`src/rtl/div_seq_if.sv`:
```
`default_nettype none
// ============================================================================
// Module      : div_seq_if
// Description : Request/response bundle between the execute-stage ALU and the
//               iterative divider.
// Revision    : 1.0 - initial release
// ============================================================================
interface div_seq_if #(
    parameter int WIDTH = 32
);
    logic [WIDTH-1:0]   a;
    logic [WIDTH-1:0]   b;
    logic               sign;
    logic               opn_valid;
    logic               res_ready;
    logic               res_valid;
    logic [2*WIDTH-1:0] result;

    modport master (
        output a, b, sign, opn_valid, res_ready,
        input  res_valid, result
    );

    modport slave (
        input  a, b, sign, opn_valid, res_ready,
        output res_valid, result
    );
endinterface
`default_nettype wire

```
`src/rtl/div_seq.sv`:
```
`default_nettype none
// ============================================================================
// Module      : div_seq
// Description : Radix-2 restoring divider for MIPS DIV/DIVU, result is
//               {remainder, quotient}. Optional macro: DIV_EARLY_EXIT_EN.
// Revision    : 1.0 - initial release
// ============================================================================
module div_seq #(
    parameter int WIDTH = 32
) (
    input  wire logic   clk,
    input  wire logic   rst,
    div_seq_if.slave    bus
);
    localparam int                 c_cnt_w   = $clog2(WIDTH);
    localparam logic [c_cnt_w-1:0] c_last    = c_cnt_w'(WIDTH - 1);
    localparam logic [1:0]         c_st_idle = 2'd0;
    localparam logic [1:0]         c_st_calc = 2'd1;
    localparam logic [1:0]         c_st_done = 2'd2;

    logic [1:0]         r_state;
    logic [c_cnt_w-1:0] r_cnt;
    logic [WIDTH-1:0]   r_rem;
    logic [WIDTH-1:0]   r_quo;
    logic [WIDTH-1:0]   r_div;
    logic               r_a_neg;
    logic               r_q_neg;
    logic               r_bypass;
    logic               r_res_valid;
    logic [2*WIDTH-1:0] r_result;

    logic [WIDTH-1:0]   w_abs_a;
    logic [WIDTH-1:0]   w_abs_b;
    logic               w_b_zero;
    logic               w_early;
    logic [WIDTH:0]     w_shift;
    logic               w_ge;
    logic [WIDTH-1:0]   w_diff;
    logic [WIDTH-1:0]   w_rem_nxt;
    logic [WIDTH-1:0]   w_quo_nxt;
    logic [WIDTH-1:0]   w_rem_fix;
    logic [WIDTH-1:0]   w_quo_fix;

    assign w_abs_a  = (bus.sign && bus.a[WIDTH-1]) ? -bus.a : bus.a;
    assign w_abs_b  = (bus.sign && bus.b[WIDTH-1]) ? -bus.b : bus.b;
    assign w_b_zero = (bus.b == '0);

`ifdef DIV_EARLY_EXIT_EN
    assign w_early  = (w_abs_a < w_abs_b) && !w_b_zero;
`else
    assign w_early  = 1'b0;
`endif

    // One restoring step: the remainder stays below the divisor, so a passing
    // trial difference always fits in WIDTH bits.
    assign w_shift   = {r_rem, r_quo[WIDTH-1]};
    assign w_ge      = (w_shift >= {1'b0, r_div});
    assign w_diff    = w_shift[WIDTH-1:0] - r_div;
    assign w_rem_nxt = w_ge ? w_diff : w_shift[WIDTH-1:0];
    assign w_quo_nxt = {r_quo[WIDTH-2:0], w_ge};
    assign w_rem_fix = r_a_neg ? -w_rem_nxt : w_rem_nxt;
    assign w_quo_fix = r_q_neg ? -w_quo_nxt : w_quo_nxt;

    assign bus.res_valid = r_res_valid;
    assign bus.result    = r_result;

    always_ff @(posedge clk or posedge rst) begin
        if (rst) begin
            r_state     <= c_st_idle;
            r_cnt       <= '0;
            r_rem       <= '0;
            r_quo       <= '0;
            r_div       <= '0;
            r_a_neg     <= 1'b0;
            r_q_neg     <= 1'b0;
            r_bypass    <= 1'b0;
            r_res_valid <= 1'b0;
            r_result    <= '0;
        end else begin
            case (r_state)
                c_st_idle: begin
                    if (bus.opn_valid) begin
                        r_state <= c_st_calc;
                        r_div   <= w_abs_b;
                        r_a_neg <= bus.sign & bus.a[WIDTH-1];
                        r_q_neg <= bus.sign & (bus.a[WIDTH-1] ^ bus.b[WIDTH-1]);
                        // Short-cut answers spend a single cycle in CALC so the
                        // result is written one edge after accept.
                        if (w_b_zero) begin
                            r_rem    <= bus.a;
                            r_quo    <= '1;
                            r_cnt    <= c_last;
                            r_bypass <= 1'b1;
                        end else if (w_early) begin
                            r_rem    <= bus.a;
                            r_quo    <= '0;
                            r_cnt    <= c_last;
                            r_bypass <= 1'b1;
                        end else begin
                            r_rem    <= '0;
                            r_quo    <= w_abs_a;
                            r_cnt    <= '0;
                            r_bypass <= 1'b0;
                        end
                    end
                end
                c_st_calc: begin
                    if (!bus.opn_valid) begin
                        r_state <= c_st_idle;
                    end else begin
                        r_rem <= w_rem_nxt;
                        r_quo <= w_quo_nxt;
                        r_cnt <= r_cnt + c_cnt_w'(1);
                        if (r_cnt == c_last) begin
                            r_state     <= c_st_done;
                            r_res_valid <= 1'b1;
                            r_result    <= r_bypass ? {r_rem, r_quo}
                                                    : {w_rem_fix, w_quo_fix};
                        end
                    end
                end
                c_st_done: begin
                    if (!bus.res_ready) begin
                        r_state     <= c_st_idle;
                        r_res_valid <= 1'b0;
                    end
                end
                default: begin
                    r_state     <= c_st_idle;
                    r_res_valid <= 1'b0;
                end
            endcase
        end
    end
endmodule
`default_nettype wire
```
`src/flat_wrapper.sv`:
```
// flat-port wrapper written by rule: the top's interface ports become plain ports
module div_seq_flat 
#(
    parameter int WIDTH = 32
)
  (clk, rst, bus_a, bus_b, bus_sign, bus_opn_valid, bus_res_ready, bus_res_valid, bus_result);
  div_seq_if #(.WIDTH(WIDTH)) bus_i ();
  input  wire logic clk;
  input  wire logic rst;
  input wire logic [$bits(bus_i.a)-1:0] bus_a;
  input wire logic [$bits(bus_i.b)-1:0] bus_b;
  input wire logic [$bits(bus_i.sign)-1:0] bus_sign;
  input wire logic [$bits(bus_i.opn_valid)-1:0] bus_opn_valid;
  input wire logic [$bits(bus_i.res_ready)-1:0] bus_res_ready;
  output wire logic [$bits(bus_i.res_valid)-1:0] bus_res_valid;
  output wire logic [$bits(bus_i.result)-1:0] bus_result;
  assign bus_i.a = bus_a;
  assign bus_i.b = bus_b;
  assign bus_i.sign = bus_sign;
  assign bus_i.opn_valid = bus_opn_valid;
  assign bus_i.res_ready = bus_res_ready;
  assign bus_res_valid = bus_i.res_valid;
  assign bus_result = bus_i.result;
  div_seq #(.WIDTH(WIDTH)) u_core (.clk(clk), .rst(rst), .bus(bus_i));
endmodule
```
`config.mk`:
```
export PLATFORM = sky130hd
export DESIGN_NAME = div_seq_flat
export DESIGN_NICKNAME = d
export VERILOG_FILES = /design/src/rtl/div_seq_if.sv /design/src/rtl/div_seq.sv /design/src/flat_wrapper.sv
export SDC_FILE = /design/constraint.sdc
export NUM_CORES = 1
export LEC_CHECK = 0
export ABC_AREA = 1
export ABC_CLOCK_PERIOD_IN_PS = 6300
export CORE_MARGIN = 3
export CORE_UTILIZATION = 40
export CTS_BUF_LIST = sky130_fd_sc_hd__clkbuf_16
export CTS_CLUSTER_DIAMETER = 40
export DETAILED_ROUTE_END_ITERATION = 10
export GPL_ROUTABILITY_DRIVEN = 0
export HOLD_SLACK_MARGIN = 0.02
export SETUP_SLACK_MARGIN = 0.4
export SLEW_MARGIN = 20
export SYNTH_ARGS = -nofsm -noshare
export SYNTH_HDL_FRONTEND = slang
export SYNTH_SLANG_ARGS = --single-unit
export TNS_END_PERCENT = 20
```
`constraint.sdc`:
```
create_clock -name clk -period 6.3 [get_ports clk]
set_input_delay 0.945 -clock clk [delete_from_list [all_inputs] [get_ports clk]]
set_output_delay 0.945 -clock clk [all_outputs]
set_load 0.02 [all_outputs]
```
==> impl_metrics.yaml <==
power:
  leakage_nw: 8.09
  power_w: 0.00651
  vdd_ir_drop_max_uv: 271
  p_per_area_nw_per_um2: 406
sta:
  setup_viol: 0
  finalCriticalPeriod_ns: 5.21
  fmax_mhz: 192
  fin_skew_ns: 0.0165
  tightest_slew_ns: 0.985
  hold_viol: 0
  post-route-period-util_pct: 82.6
  setup_tns_ns: 0
  relSlewSlack_pct: 34.4
  worst_slack_ns: 1.09
  rsz0062_at_grt: "false"
  final-max-slew-violation-count: 0
clock_network:
  clock_sinks: 171
  insertion_delay_ns: 0.46
  cts_buffers: 17
  cts_setup_buffers: 0
  root_buffer: "clkbuf_16"
  cts_max_level: 4
  cts_tree: "yes"
  cts.hold.buffers_added: 0
  clock_path_buffers: 2
  path_clk_slew_ns: 0.07
  cts_resized: 0
cells_and_area:
  multi_input_area_sq_um: 8080
  final_cell_area_sq_um: 16000
  drive_above_1_share_pct: 5.79
  antenna_cells: 0
  layout_common_cells: "nand2_1 (665), inv_1 (277), nor2_1 (201), dfrtp_1 (170), a21oi_1 (143)"
  seqCellArea_sq_um: 4280
  final_cells: 2695
  nFillCells: 3534
  final_common_cell: "nand2_1"
  nets: 2342
  areaGrowthSynthToFinish_pct: 16.2
place:
  place_inst: 2663
  port_buffers: 133
  dpl_cell_area_sq_um: 15400
  dpl.hpwl_microns: 38100
  dpl_worst_slack_ns: 1.24
yosys:
  synthCells: 2155
  synthAdderAreaFrac_pct: 3.59
  synth_warnings: 0
  synth-compound-area-share_pct: 15.6
  ys_ff_latch: 171
  synth_top_family_by_area: "simple AND/OR/NAND/NOR gates"
  synthSimpleGateAreaFrac_pct: 34.7
  async_flop_share_pct: 100
  synth_seq_area_share_pct: 31.0
  syn_avg_cell_area_sq_um: 6.41
  synth.distinct_cells: 51
  synth_edf_count: 0
  syn_nets: 2263
  synthFlopType: "dfrtp_1"
  syn_area_sq_um: 13800
  synth-xor-area-share_pct: 4.57
  synthMuxAreaShare_pct: 0
worst_setup_path:
  critPathArrivalTime_ns: 5.54
  crit_required_ns: 6.63
  start_kind: "flop"
  crit_type: "reg2reg"
  cp-end-kind: "flop"
  path_max_fanout: 39
grt:
  grt_util_met3_pct: 5.22
  grt_pass1_vias: 14000
  grt_usage_pct: 27.5
  grt_max_degree: 172
  top_usage_layer: "met2"
  grt_use_met2_pct: 41.9
  grt_use_met1_pct: 38.9
  antenna_found_initial: 0
  gr-total-overflow: 0
  grt_pass1_wl_microns: 78400
floorplanning:
  die_w_microns: 192
  start_util_pct: 40.9
  dieArea_sq_um: 36800
  row_count: 67
  coreArea_sq_um: 33800
  die_h_microns: 192
  io-pin-count: 134
outcome:
  status: "complete, no violations"
routing:
  wl_per_cell_microns: 18.7
  drc: 0
  viasPerCell: 5.47
  via_count: 14700
  first_pass_iters: 8
  drt_iter0_drc: 1644
  wirelength_microns: 50300
  ant_nets: 0
worst_hold_path:
  hp-class: "reg2reg"
run:
  cap_violations: 0
Yosys cell counts, drive strengths merged, types with 2 or more instances:
| cell type | count | area share [%] |
|---|---|---|
| a211oi | 2 | 0.11 |
| a21boi | 3 | 0.16 |
| a21oi | 144 | 5.2 |
| a22oi | 34 | 1.8 |
| a31oi | 12 | 0.54 |
| a41oi | 2 | 0.13 |
| and2 | 7 | 0.32 |
| buf | 19 | 0.97 |
| clkbuf | 67 | 1.8 |
| dfrtp | 171 | 31 |
| ha | 38 | 3.4 |
| inv | 287 | 7.8 |
| nand2 | 699 | 20 |
| nand3 | 118 | 4.6 |
| nand3b | 15 | 0.82 |
| nand4 | 20 | 0.91 |
| nor2 | 220 | 6.4 |
| nor3 | 30 | 1.3 |
| nor3b | 4 | 0.25 |
| nor4 | 4 | 0.18 |
| o211ai | 9 | 0.49 |
| o21a | 2 | 0.11 |
| o21ai | 128 | 4.7 |
| o221ai | 14 | 0.89 |
| o22ai | 20 | 0.91 |
| o31ai | 4 | 0.22 |
| or2 | 3 | 0.14 |
| xnor2 | 17 | 1.1 |
| xor2 | 55 | 3.5 |
worst max-delay path, stage by stage, from the launching register on:
cell and delay, ns:
dfrtp_1 0.48, ha_1 0.40, nand2_2 0.14, inv_2 0.03, nand2_1 0.07, nand2_1 0.06
nand2_1 0.07, nand3_2 0.14, nand2_2 0.12, nand2_2 0.06, nand2_2 0.38, nand2_4 0.43
inv_2 0.38, ha_1 0.23, nand2_1 0.06, nor2_1 0.15, nand2_1 0.10, nor3_1 0.32
nand4_1 0.18, nor2_1 0.20, nand2_1 0.10, nor2_1 0.25, a41oi_1 0.27, nor2_1 0.18
xor2_1 0.07, o21ai_0 0.14, nand2_1 0.07
area by class of cell:
| cell class | instances | area share, % |
|---|---|---|
| Clock buffer | 17 | 2.65 |
| Tap cell | 448 | 3.49 |
| Clock inverter | 15 | 1.08 |
| Timing Repair Buffer | 146 | 8.98 |
| Sequential cell | 171 | 26.7 |
| Multi-Input combinational cell | 1610 | 50.3 |
| Inverter | 288 | 6.77 |
through the flow:
step | utilization [%] | hold slack (ns)
6_report | 47.5 | 0.478
5_1_grt | 47.5 | 0.503
4_1_cts | 47.5 | 0.485
3_5_place_dp | 45.7 | 0.465
3_3_place_gp | 45.7 | 0.461
2_1_floorplan | - | 0.449
registers in the layout (all words and copies together), names as in the netlist:
| name | flops |
|---|---|
| u_core.r_q_neg | 1 |
| u_core.r_cnt | 5 |
| u_core.r_rem | 32 |
| u_core.r_bypass | 1 |
| u_core.bus.result | 64 |
| u_core.r_div | 32 |
| u_core.bus.res_valid | 1 |
| u_core.r_a_neg | 1 |
| u_core.r_state | 2 |
| u_core.r_quo | 32 |
layer usage:
metal  up-vias  part of all wire, %
met4         0                  3.3
li1       7069                    -
met3        94                  7.9
met1      6921                   45
met5         -                    0
met2       647                   43
power breakdown:
| group | internal, W | switching [W] |
|---|---|---|
| Sequential | 0.00134 | 0.000240 |
| Combinational | 0.00123 | 0.00258 |
| Clock | 0.000568 | 0.000543 |
| Total | 0.00314 | 0.00337 |
cells by family (layout without fill, tap and decap cells):
group | after synthesis | after routing
AO/OA/AOI/OAI | 377 | 377
adder cells (fa/ha/maj) | 39 | 39
AND/OR/NAND/NOR | 1122 | 1122
buffers and inverters | 374 | 466
XOR/XNOR | 72 | 72
flip-flops | 171 | 171
final timing paths:
| kind | startpoint | endpoint | slack (ns) | depth (start not counted) |
|---|---|---|---|---|
| max | u_core.r_rem[2] | u_core.bus.result[30] | 1.09 | 26 |
| min | u_core.bus.result[52] | u_core.bus.result[52] | 0.48 | 2 |
| max reg2reg | u_core.r_rem[2] | u_core.bus.result[30] | 1.09 | 26 |
| min reg2reg | u_core.bus.result[52] | u_core.bus.result[52] | 0.48 | 2 |
| max in group asynchronous | rst | u_core.r_bypass | 4.39 | 3 |
| min in group asynchronous | rst | u_core.bus.result[62] | 1.16 | 3 |
No activity file was read; power rests on OpenSTA's default activity.
